### src/rtl/gf180mcu_nor_tree_filt.sv
// Pipelined wide-NOR zero detector: radix-4 registered reduction tree (NOR4 leaf,
// AND4 upper levels) followed by a saturating persistence filter on valid results.
module gf180mcu_nor_tree_filt #(
  parameter int unsigned WIDTH = 16,
  parameter int unsigned HOLD  = 3
) (
  input  logic             CLK,
  input  logic             RST,
  input  logic             CLR,
  input  logic             EN,
  input  logic [WIDTH-1:0] A,
  output logic             ZN_RAW,
  output logic             VLD,
  output logic             ZN
);

  // Number of results produced by tree level k (level 0 is the raw input).
  function automatic int unsigned grp_cnt(input int unsigned k);
    int unsigned n;
    n = WIDTH;
    for (int unsigned i = 0; i < k; i++) n = (n + 3) / 4;
    return n;
  endfunction

  function automatic int unsigned stage_cnt();
    int unsigned n;
    int unsigned s;
    n = WIDTH;
    s = 0;
    while (n > 1) begin
      n = (n + 3) / 4;
      s++;
    end
    return (s == 0) ? 1 : s;
  endfunction

  localparam int unsigned L  = stage_cnt();
  localparam int unsigned CW = $clog2(HOLD + 1);

  logic         raw;
  logic [L-1:0] vld_q, vld_d;
  logic [CW-1:0] cnt_q, cnt_d;
  logic          zn_q, zn_d;

  for (genvar s = 0; s < L; s++) begin : g_stg
    localparam int unsigned NI = grp_cnt(s);
    localparam int unsigned NO = grp_cnt(s + 1);

    logic [NI-1:0]   in_w;
    logic [4*NO-1:0] pad_w;
    logic [NO-1:0]   st_d, st_q;

    if (s == 0) begin : g_leaf
      // Leaf pads missing bits with 0 so they cannot block a zero detect.
      assign in_w  = A;
      assign pad_w = (4*NO)'(in_w);
      for (genvar g = 0; g < NO; g++) begin : g_nor
        assign st_d[g] = ~|pad_w[4*g +: 4];
      end
    end else begin : g_node
      // Upper levels pad with 1 (AND identity) via complement, zero-extend, complement.
      logic [NI-1:0] inv_w;
      assign in_w  = g_stg[s-1].st_q;
      assign inv_w = ~in_w;
      assign pad_w = ~((4*NO)'(inv_w));
      for (genvar g = 0; g < NO; g++) begin : g_and
        assign st_d[g] = &pad_w[4*g +: 4];
      end
    end

    always_ff @(posedge CLK or posedge RST) begin
      if (RST) st_q <= '0;
      else     st_q <= st_d;
    end
  end

  assign raw = g_stg[L-1].st_q[0];

  // Valid bit shifts alongside the data; CLR flushes every in-flight result.
  always_comb begin
    vld_d = '0;
    if (!CLR) vld_d = L'({vld_q, EN});
  end

  // Saturating run counter, advanced only by valid results.
  always_comb begin
    cnt_d = cnt_q;
    if (CLR) begin
      cnt_d = '0;
    end else if (vld_q[L-1]) begin
      if (!raw)                    cnt_d = '0;
      else if (cnt_q != CW'(HOLD)) cnt_d = cnt_q + CW'(1);
    end
    zn_d = (cnt_d == CW'(HOLD));
  end

  always_ff @(posedge CLK or posedge RST) begin
    if (RST) begin
      vld_q <= '0;
      cnt_q <= '0;
      zn_q  <= 1'b0;
    end else begin
      vld_q <= vld_d;
      cnt_q <= cnt_d;
      zn_q  <= zn_d;
    end
  end

  assign ZN_RAW = raw;
  assign VLD    = vld_q[L-1];
  assign ZN     = zn_q;

endmodule
### config.mk
export PLATFORM = sky130hd
export DESIGN_NAME = gf180mcu_nor_tree_filt
export DESIGN_NICKNAME = d
export VERILOG_FILES = /design/src/rtl/gf180mcu_nor_tree_filt.sv
export SDC_FILE = /design/constraint.sdc
export NUM_CORES = 1
export LEC_CHECK = 0
export ABC_AREA = 1
export CAP_MARGIN = 20
export CORE_AREA = 2 2 39 41
export DETAILED_ROUTE_END_ITERATION = 8
export DIE_AREA = 0 0 41 43
export SLEW_MARGIN = 20
export SYNTH_ARGS = -nofsm -noshare
export SYNTH_HDL_FRONTEND = slang
export SYNTH_SLANG_ARGS = --single-unit
export TNS_END_PERCENT = 50
### constraint.sdc
create_clock -name CLK -period 1.1 [get_ports CLK]
set_input_delay 0.275 -clock CLK [delete_from_list [all_inputs] [get_ports CLK]]
set_output_delay 0.275 -clock CLK [all_outputs]
set_load 0.005 [all_outputs]
; Yosys cells after proc, flatten, opt, wreduce, memory -nomap -nowiden
; Cells that the tools add are included.
[classes]
reduce_logical = 9
bitwise_logic = 2
magnitude_cmp = 0
n_shift = 0
mux = 5
mul = 0
div_mod_pow = 0
addsub = 1
n_eq_ne = 2
[ops]
columns = op, n
row1 = OR reduction 4 bit, 4
row2 = two-way mux 2 bit, 5
row3 = NOT 4 bit, 2
row4 = logical NOT 1 bit, 4
row5 = AND reduction 4 bit, 1
row6 = "adder 2 x 1 -> 2 bit, second input constant", 1
row7 = "== test 2 bit, second input constant", 1
row8 = "inequality test 2 bit, second input constant", 1
[word_totals]
ramBits = 0
mem_bits_ro = 0
memories = 0
register_bits = 10
in_bits = 20
wordCells = 24
latch_bits = 0

; Logic depth before layout (Yosys ltp)
[depth]
ltp_word = 6
depth_mapped = 4
depth_no_buf = 4

; Worst setup path after synthesis
; No wires, ideal clock.
[synth_timing]
kind = reg-to-reg
from = reg vld_q[1]
to = reg zn_q (netlist: ZN)
setup_slack_ns = 0.298
stages_incl_launch_ff = 5
required_ns = 0.979
setup_ns = 0.121
t_arrival_ns = 0.681
path_cell_list = dfrtp_1 nand2_1 inv_1 a21oi_1 nor2_1
[synth_via]
elab_chain_cells = 3
[synth_rtl]
columns = element, line
row1 = from (decl), 41  ; logic [L-1:0] vld_q, vld_d;
row2 = from (signal assigned), 103  ; vld_q <= vld_d;
row3 = two-way mux 2 bit, 90  ; end else if (vld_q[L-1]) begin
row4 = two-way mux 2 bit, 88  ; if (CLR) begin
row5 = == test 2 bit, 94  ; zn_d = (cnt_d == CW'(HOLD));
row6 = named net zn_d, 43  ; logic zn_q, zn_d;
row7 = to (signal assigned), 105  ; zn_q <= zn_d;
row8 = to (decl), 43
; The timed path passes the listed nets, and every way through them passes these cells.

; Final worst setup path
[layout_timing]
from = reg vld_q[1]
to = out VLD
[layout_rtl]
columns = element, line
row1 = to (decl), 13  ; output logic VLD,
; No word-level cell between the ends.

==> flow_summary.json <==
{
  "clock.fmax_mhz": 992,
  "numCtsBuffers": 3,
  "first_pass_iters": 2,
  "port_buffers": 22,
  "gp_congestion": 0.600,
  "leakage_nw": 0.324,
  "antenna_found_initial": 0,
  "grt.overflow.total": 0,
  "netlist.area_leader.share": 0.647,
  "clk_pin_slew_ps": 60,
  "drc": 0,
  "core-area_mm2": 0.00138,
  "yosysWarnings": 0,
  "hold_buffers": 0,
  "period_minus_slack_ps": 1010,
  "hp-class": "in2async",
  "post-place-ws_ps": 6.34,
  "wl_per_cell_um": 7.72,
  "drive_gt1_frac": 0.130,
  "ant_nets": 0,
  "rsz0062_at_grt": "false",
  "worst_setup_path_start_kind": "flop",
  "first_global_vias": 314,
  "max_slew_margin": 0.765,
  "tightest_slew_ps": 353,
  "totalWireLength_um": 656,
  "powerDensity_mw_per_mm2": 1060,
  "grt_pass1_wl_mm": 1.09,
  "nFillCells": 137,
  "syn_to_final_growth_pct": 69.9,
  "stdcell_area_um2": 657,
  "grtUsageTotal": 0.0956,
  "cap_violations": 0,
  "cp_data_required_time_ps": 820,
  "crit_fanout": 2,
  "outcome": "finished, final reports clean",
  "grt_max_degree": 11,
  "ys_types": 7,
  "dp_hpwl_um": 552,
  "whs_ps": 287,
  "multiInputGateArea_um2": 106,
  "hold_viol_final": 0,
  "die_h_um": 43,
  "peakVddDrop_uv": 696,
  "fin_nets": 91,
  "cts_tree": "yes",
  "setup_viol": 0,
  "seqCellArea_um2": 250,
  "ctsRootBufferMaster": "clkbuf_4",
  "clock_latency_ps": 250,
  "clk_path_buf_depth": 2,
  "path_cells": "clkbuf_2",
  "netlist_instances": 41,
  "num_rows": 14,
  "placedInstanceArea_um2": 649,
  "die_area_mm2": 0.00176,
  "critPathSlowestCell": "dfrtp_1",
  "drtIter0Drc": 1,
  "cp_top_family": "flip-flops",
  "worst_path_largest_cell_delay_ps": 370,
  "synth-seq-cells": 10,
  "fp.dieW_um": 41,
  "fin_ws_ps": 92.0,
  "cts_setup_buffers": 0,
  "finalClockSkew_ps": 1.55,
  "io_pins": 23,
  "cp-end-kind": "output pin",
  "synthTopCellsByArea": "dfrtp_1 (65%), nor2_1 (9.7%), inv_1 (7.8%)",
  "yosysSeqAreaShare": 0.647,
  "syn_avg_cell_area_um2": 9.43,
  "path_class": "reg2out",
  "worst-path-buf-inv": 1,
  "synthesis.nets": 61,
  "timing.final.crit_share": 0.916,
  "synth_top_area_cell": "dfrtp_1",
  "diodes": 0,
  "dr_total_vias": 347,
  "cts_htree_levels": 1,
  "cts_sinks": 10,
  "initial_utilization": 0.279,
  "finalMaxSlewViolations": 0,
  "synth_area_um2": 387,
  "crit_arrival_ps": 730,
  "fin_util": 0.475,
  "viasPerCell": 4.08
}
==> layer usage <==
| layer | GRT usage | vias to the layer above | routed length [µm] |
|---|---|---|---|
| met5 | 0 | - | 0 |
| met4 | 0.0800 | 0 | 0 |
| met3 | 0.0314 | 0 | 76 |
| met2 | 0.159 | 17 | 338 |
| met1 | 0.0839 | 151 | 241 |
| li1 | - | 179 | - |
==> kinds of logic (layout without fill, tap and decap cells) <==
| family | count (synthesis) | count (layout) | share of synthesized area |
|---|---|---|---|
| AOI/OAI and AO/OA | 1 | 1 | 0.0129 |
| buffers and inverters | 8 | 36 | 0.0777 |
| and+or+nand+nor | 22 | 22 | 0.262 |
| DFF | 10 | 10 | 0.647 |
==> registers in the layout (all words and copies together) (netlist names) <==
signal	flops
cnt_q	2
ZN_RAW	1
g_stg.st_q	4
vld_q	2
ZN	1
==> path summary, 6_finish.rpt <==
| check | from | endpoint | slack [ps] | cells past startpoint |
|---|---|---|---|---|
| setup / recovery | vld_q[1] | VLD | 90 | 1 |
| hold / removal | RST | ZN | 290 | 2 |
| setup reg to reg | vld_q[1] | ZN | 160 | 5 |
| hold reg to reg | vld_q[0] | vld_q[1] | 460 | 2 |
| max in group asynchronous | RST | cnt_q[0] | 560 | 2 |
| min in group CLK | vld_q[0] | vld_q[1] | 460 | 2 |
==> placed cells by master (no fill, tap or decap) <==
cell type	count
clkdlybuf4s50_1	19
dfrtp_1	10
nor2_1	10
inv_1	8
nand2_1	7
nor3b_1	4
clkbuf_4	3
clkbuf_2	3
buf_4	3
a21oi_1	1
nand3b_1	1
==> where the power goes <==
part / total, mW / internal, mW / switching [mW]
sequential: 0.377 / 0.375 / 0.00197
combinational: 0.0926 / 0.0701 / 0.0225
clock: 0.229 / 0.125 / 0.104
==> stage by stage <==
stage | instances | power (mW) | setup TNS (ps)
4_1_cts | 85 | 0.717 | -22.3
3_3_place_gp | 82 | 0.478 | 0
3_5_place_dp | 82 | 0.479 | 0
5_1_grt | 85 | 0.743 | 0
2_1_floorplan | 41 | 0.400 | 0
6_report | 85 | 0.699 | 0
==> layout make-up <==
type,instances,share of cell area
Multi-Input combinational cell,23,0.162
Timing Repair Buffer,25,0.347
Clock buffer,3,0.0343
Inverter,8,0.0457
Sequential cell,10,0.381
Tap cell,16,0.0305
==> Yosys cell counts (all sizes together) <==
master	instances
inv	8
nand3b	1
nand2	7
nor3b	4
nor2	10
dfrtp	10
a21oi	1
==> timing repair <==
action                                  in CTS  in global routing
endpoints found under the setup margin       3                  3
resized for setup                            6                  3
endpoints found under the hold margin        0                  0
(Power assumes the default switching activity.)
